<file path="config.mk">
export PLATFORM = sky130hd
export DESIGN_NAME = bram_stream_reader
export DESIGN_NICKNAME = d
export VERILOG_FILES = /design/src/rtl/bram_rd_pkg.sv /design/src/rtl/bram_rd_skid_fifo.sv /design/src/rtl/bram_stream_reader.sv
export SDC_FILE = /design/constraint.sdc
export NUM_CORES = 1
export LEC_CHECK = 0
export CAP_MARGIN = 25
export CORE_UTILIZATION = 35
export CTS_BUF_LIST = sky130_fd_sc_hd__clkbuf_4 sky130_fd_sc_hd__clkbuf_8 sky130_fd_sc_hd__clkbuf_16
export DETAILED_ROUTE_END_ITERATION = 10
export PLACE_DENSITY_LB_ADDON = 0.15
export SLEW_MARGIN = 20
export SYNTH_ARGS = -nofsm -noshare
export SYNTH_HDL_FRONTEND = slang
export SYNTH_SLANG_ARGS = --single-unit
</file>
<file path="constraint.sdc">
create_clock -name CLK -period 4.9 [get_ports CLK]
set_input_delay 1.47 -clock CLK [delete_from_list [all_inputs] [get_ports CLK]]
set_output_delay 1.47 -clock CLK [all_outputs]
set_load 0.03 [all_outputs]
</file>
<file path="src/rtl/bram_rd_pkg.sv">
// Shared types and constants for the BRAM stream reader.
// The FIFO depth and the issue credit limit live here.
package bram_rd_pkg;

  typedef enum logic {
    IDLE = 1'b0,
    READ = 1'b1
  } rd_state_e;

  localparam int FIFO_DEPTH   = 2;
  localparam int CREDIT_LIMIT = FIFO_DEPTH;

endpackage

</file>
<file path="src/rtl/bram_rd_skid_fifo.sv">
// Two-entry {last, data} FIFO that absorbs BRAM read latency.
// Outputs read as zero while the FIFO is empty.
module bram_rd_skid_fifo
  import bram_rd_pkg::*;
#(
  parameter int W = 256
) (
  input  logic         clk_i,
  input  logic         rst_ni,
  input  logic         push_i,
  input  logic         pop_i,
  input  logic         last_i,
  input  logic [W-1:0] data_i,
  output logic         valid_o,
  output logic         last_o,
  output logic [W-1:0] data_o,
  output logic [1:0]   count_o
);

  logic [W:0] mem_q [FIFO_DEPTH];
  logic       rd_q;
  logic       wr_q;
  logic [1:0] cnt_q;

  // Storage, pointers and occupancy; push and pop may coincide.
  always_ff @(posedge clk_i or negedge rst_ni) begin
    if (!rst_ni) begin
      for (int i = 0; i < FIFO_DEPTH; i++) begin
        mem_q[i] <= '0;
      end
      rd_q  <= 1'b0;
      wr_q  <= 1'b0;
      cnt_q <= '0;
    end else begin
      if (push_i) begin
        mem_q[wr_q] <= {last_i, data_i};
        wr_q        <= ~wr_q;
      end
      if (pop_i) begin
        rd_q <= ~rd_q;
      end
      cnt_q <= cnt_q + 2'(push_i) - 2'(pop_i);
    end
  end

  assign valid_o = (cnt_q != 2'd0);
  assign {last_o, data_o} = valid_o ? mem_q[rd_q] : '0;
  assign count_o = cnt_q;

endmodule

</file>
<file path="src/rtl/bram_stream_reader.sv">
// Burst reader: BRAM read port to valid/ready stream with last flag.
// Define BRAM_RD_WRAP_EN for address wrap and no range check.
module bram_stream_reader
  import bram_rd_pkg::*;
#(
  parameter int ADDR_WIDTH = 6,
  parameter int DATA_WIDTH = 256,
  parameter int MEMSIZE    = 64,
  parameter int LEN_WIDTH  = 7
) (
  input  logic                  CLK,
  input  logic                  RST_N,
  input  logic                  req_valid,
  output logic                  req_ready,
  input  logic [ADDR_WIDTH-1:0] req_addr,
  input  logic [LEN_WIDTH-1:0]  req_len,
  output logic                  req_err,
  output logic                  bram_en,
  output logic [ADDR_WIDTH-1:0] bram_addr,
  input  logic [DATA_WIDTH-1:0] bram_dout,
  output logic                  out_valid,
  input  logic                  out_ready,
  output logic [DATA_WIDTH-1:0] out_data,
  output logic                  out_last,
  output logic                  busy
);

  localparam int SW = LEN_WIDTH + 1;

  rd_state_e             state_q;
  logic [ADDR_WIDTH-1:0] ptr_q;
  logic [LEN_WIDTH-1:0]  rem_q;
  logic                  infl_q;
  logic                  infl_last_q;
  logic                  err_q;

  logic       accept;
  logic       pop;
  logic       issue;
  logic       issue_last;
  logic       in_range;
  logic [1:0] occ;
  logic [2:0] outstanding;

  assign req_ready = (state_q == IDLE);
  assign accept    = req_valid & req_ready;
  assign pop       = out_valid & out_ready;

`ifdef BRAM_RD_WRAP_EN
  assign in_range = 1'b1;
  assign req_err  = 1'b0;
`else
  logic [SW-1:0] end_w;
  assign end_w    = SW'(req_addr) + SW'(req_len);
  assign in_range = (end_w <= SW'(MEMSIZE));
  assign req_err  = err_q;
`endif

  assign outstanding = 3'(occ) + 3'(infl_q) - 3'(pop);
  assign issue       = (state_q == READ) &&
                       (outstanding < 3'(CREDIT_LIMIT));
  assign issue_last  = issue && (rem_q == LEN_WIDTH'(1));

  assign bram_en   = issue;
  assign bram_addr = ptr_q;

  // Request acceptance, read issue and the one-cycle error pulse.
  always_ff @(posedge CLK or negedge RST_N) begin
    if (!RST_N) begin
      state_q     <= IDLE;
      ptr_q       <= '0;
      rem_q       <= '0;
      infl_q      <= 1'b0;
      infl_last_q <= 1'b0;
      err_q       <= 1'b0;
    end else begin
      infl_q      <= issue;
      infl_last_q <= issue_last;
      err_q       <= accept & ~in_range;
      unique case (state_q)
        IDLE: begin
          if (accept && in_range && (req_len != '0)) begin
            state_q <= READ;
            ptr_q   <= req_addr;
            rem_q   <= req_len;
          end
        end
        READ: begin
          if (issue) begin
`ifdef BRAM_RD_WRAP_EN
            ptr_q <= (ptr_q == ADDR_WIDTH'(MEMSIZE - 1)) ?
                     '0 : ptr_q + 1'b1;
`else
            ptr_q <= ptr_q + 1'b1;
`endif
            rem_q <= rem_q - 1'b1;
            if (issue_last) begin
              state_q <= IDLE;
            end
          end
        end
        default: state_q <= IDLE;
      endcase
    end
  end

  bram_rd_skid_fifo #(
    .W (DATA_WIDTH)
  ) u_fifo (
    .clk_i   (CLK),
    .rst_ni  (RST_N),
    .push_i  (infl_q),
    .pop_i   (pop),
    .last_i  (infl_last_q),
    .data_i  (bram_dout),
    .valid_o (out_valid),
    .last_o  (out_last),
    .data_o  (out_data),
    .count_o (occ)
  );

  assign busy = (state_q != IDLE) | infl_q | (occ != 2'd0);

`ifndef BRAM_RD_WRAP_EN
`else
  logic unused_err;
  assign unused_err = err_q;
`endif

endmodule

</file>
==> metrics, run 1 <==
cts-stage hold buffer count=0; WP buf/inv=3; cell area after synthesis=0.0241 mm²; Final Critical Period=4830 ps; Setup-failing EPs final=0; via count=16.2k; Max Slew Vio Count=0; Arr. time, crit path=3360 ps; most area-consuming cells after synthesis=dfrtp_1 55%, mux2_2 24%, mux2i_1 11%; Root Driver=clkbuf_16; die area=0.0700 mm²; Synth Register Bits=535; Wirelength per Cell=20.3 µm; Critical Path RT=3430 ps; Worst Max-Slew Pin Slew=966 ps; CTS tree=done; Synth warnings=0; DRT iter0 DRCs=616; fin worst setup slack=69.4 ps; max cap viols=0; Yosys top cell by area=dfrtp_1; power density over cell area=842 mW/mm²; gpl congestion=0.804; Yosys top cell area share=0.555; Critical Path End Type=output port; Sink Count=535; top-count cell post-synth=dfrtp_1; final instance count without filler cells=3,263; DRT Wirelength=66.3 mm; Inst Count DP=3,139; hold slack=501 ps; Initial Utilization=0.357; Core Area=0.0676 mm²; share of layout cells above drive strength 1=0.289; die height=265 µm; GR Util All Layers=0.189; mean area per synthesized cell=13.4 µm²; largest net degree at the start of global routing=144; maximum buffer depth of the clock tree=3; CP max stage cell=clkdlybuf4s50_1; Clock Latency Late Sink=600 ps; crit-path max cell delay=450 ps; die width=265 µm; crit start category=primary input; maximum VDD drop=0.473 mV; post-route clock period utilization=0.986; H-Tree Depth=3; Lkg Pwr=14.4 nW; area added between synthesis and finish=36.6%; total grt overflow=0; DRC viols=0; CP cell instances=clkdlybuf4s50_1, nor2b_4, ha_1, inv_1, ha_2, fa_2, nor3_2, buf_4; Top FF cell, synth=dfrtp_1; vias in the first global route=17.4k; Final Hold Vio Count=0; cts bufs inserted=66; Via density=4.98; status=finished, final reports clean; FP Rows=95; worst clock skew=18.4 ps; Fillers=5,981; initial antenna violation count=23; ANT nets after route=0; register area share after synthesis=0.555; clk slew on worst S/H paths=50 ps; Crit Path Max Fanout=2; Post-DP HPWL=44.0 mm; family with the most delay on the worst path=adder cells; DRT Pass-1 Iters=5; fin nets=2,623; area of the multi-input gates=0.0102 mm²; global-route wire length before repair=103 mm; FFs w/ async S/R, synth=1.00; IO Port Bufs=540; EDFF count, synth=0; Post-Synthesis Cells=1,804; WS Path Type=in2out; Setup TNS=0 ps; Syn Nets=2,090; I/O Pins=541; pre-CTS worst setup slack=-67.0 ps; commonest cells in the netlist=535 x dfrtp_1, 515 x mux2_2, 264 x mux2i_1; sequential cell area=0.0134 mm²; worst hold path type=reg2reg; Synth cell types=38; Max-Slew Margin vs Limit=0.356; Peak Freq=207 MHz
[layout by cell type, fill, tap and decap left out, types with 3 or more instances in the layout]
cell type / Yosys / layout
nor2_1: 261 / 260
mux2_2: 515 / 515
buf_4: 0 / 23
o21ai_0: 13 / 13
clkbuf_16: 0 / 68
buf_12: 0 / 21
o221a_1: 8 / 8
and3_1: 5 / 5
clkdlybuf4s50_1: 0 / 538
nor3_1: 5 / 4
nand2_1: 11 / 10
clkbuf_4: 0 / 16
mux2i_1: 264 / 264
clkbuf_8: 0 / 15
ha_1: 11 / 10
clkinv_2: 0 / 8
clkinv_8: 0 / 3
a211oi_2: 3 / 3
a21oi_1: 8 / 8
inv_1: 9 / 9
nand3_1: 9 / 9
diode_2: 0 / 6
dfrtp_1: 535 / 534
[state kept, by name (all words and copies together), names as in the netlist]
signal / count
u_fifo.mem_q: 514
u_fifo.wr_q: 1
bram_addr: 6
infl_q: 1
rem_q: 7
infl_last_q: 1
state_q: 1
u_fifo.rd_q: 1
u_fifo.count_o: 2
req_err: 1
[worst reg2reg max path, stage by stage (launching register included)]
cell	delay, ps
dfrtp_1	410
nor2_4	230
nor2b_4	60
ha_1	270
inv_1	40
ha_2	160
fa_2	550
nor3_2	60
buf_4	140
buf_4	120
buf_4	180
a21o_2	320
o221a_2	290
[power by group]
part / switching (mW) / internal, mW / total, mW
registers: 1.23 / 6.70 / 7.92
logic: 8.11 / 6.91 / 15.0
clock network: 1.89 / 2.92 / 4.81
[layout make-up]
type,count,area share
Inverter,10,0.00114
Multi-Input combinational cell,1141,0.311
Antenna cell,6,0.000456
Tap cell,873,0.0331
Sequential cell,535,0.406
Clock inverter,16,0.00467
Timing Repair Buffer,583,0.182
Clock buffer,99,0.0616
[layer usage]
metal | up-vias | GRT usage | share of wire
met2 | 356 | 0.321 | 0.50
met1 | 8312 | 0.224 | 0.40
met4 | 34 | 0.0487 | 0.020
met5 | - | 0 | 0.0034
li1 | 7408 | - | -
met3 | 129 | 0.0709 | 0.077
[cells by family (layout without fill, tap and decap cells)]
group	Yosys count	after routing	synth area share
other cells	0	6	0
compound gates	43	43	0.0143
fa+ha+maj	13	13	0.00736
simple gates	302	302	0.0497
xor+xnor	4	4	0.00145
mux	779	779	0.350
flops	535	535	0.555
buf+inv	128	708	0.0225
[through the flow]
stage / area [µm²] / power (mW) / util
2_1_floorplan: 24100 / 17.2 / -
3_3_place_gp: 30700 / 22.8 / 0.454
3_5_place_dp: 30700 / 23.1 / 0.454
4_1_cts: 32900 / 28.1 / 0.487
5_1_grt: 32900 / 29.3 / 0.487
6_report: 33000 / 27.8 / 0.487
[worst paths after layout]
kind / from / endpoint / slack, ps / depth (start not counted)
worst max-delay path: out_ready / bram_en / 70 / 8
worst min-delay path: u_fifo.mem_q[275] / u_fifo.mem_q[275] / 500 / 1
worst max register to register: u_fifo.count_o[0] / rem_q[6] / 1960 / 12
worst min register to register: u_fifo.mem_q[275] / u_fifo.mem_q[275] / 500 / 1
max in group asynchronous: RST_N / u_fifo.wr_q / 2880 / 3
min in group asynchronous: RST_N / u_fifo.mem_q[285] / 930 / 1
[repair_timing]
action	CTS	global route
gates resized for setup	2	3
setup endpoints to repair	1	1
pin swaps	1	3
setup buffers	1	2
Note: power is estimated with default switching activity, not from simulation.
==> run 2, diff against run 1 <==
--- a/config.mk
+++ b/config.mk
@@ -14,3 +14,4 @@
 export SYNTH_ARGS = -nofsm -noshare
 export SYNTH_HDL_FRONTEND = slang
 export SYNTH_SLANG_ARGS = --single-unit
+export TNS_END_PERCENT = 20
==> results of run 2 <==
The final DEF is identical to that of run 1; final timing and power are the same.
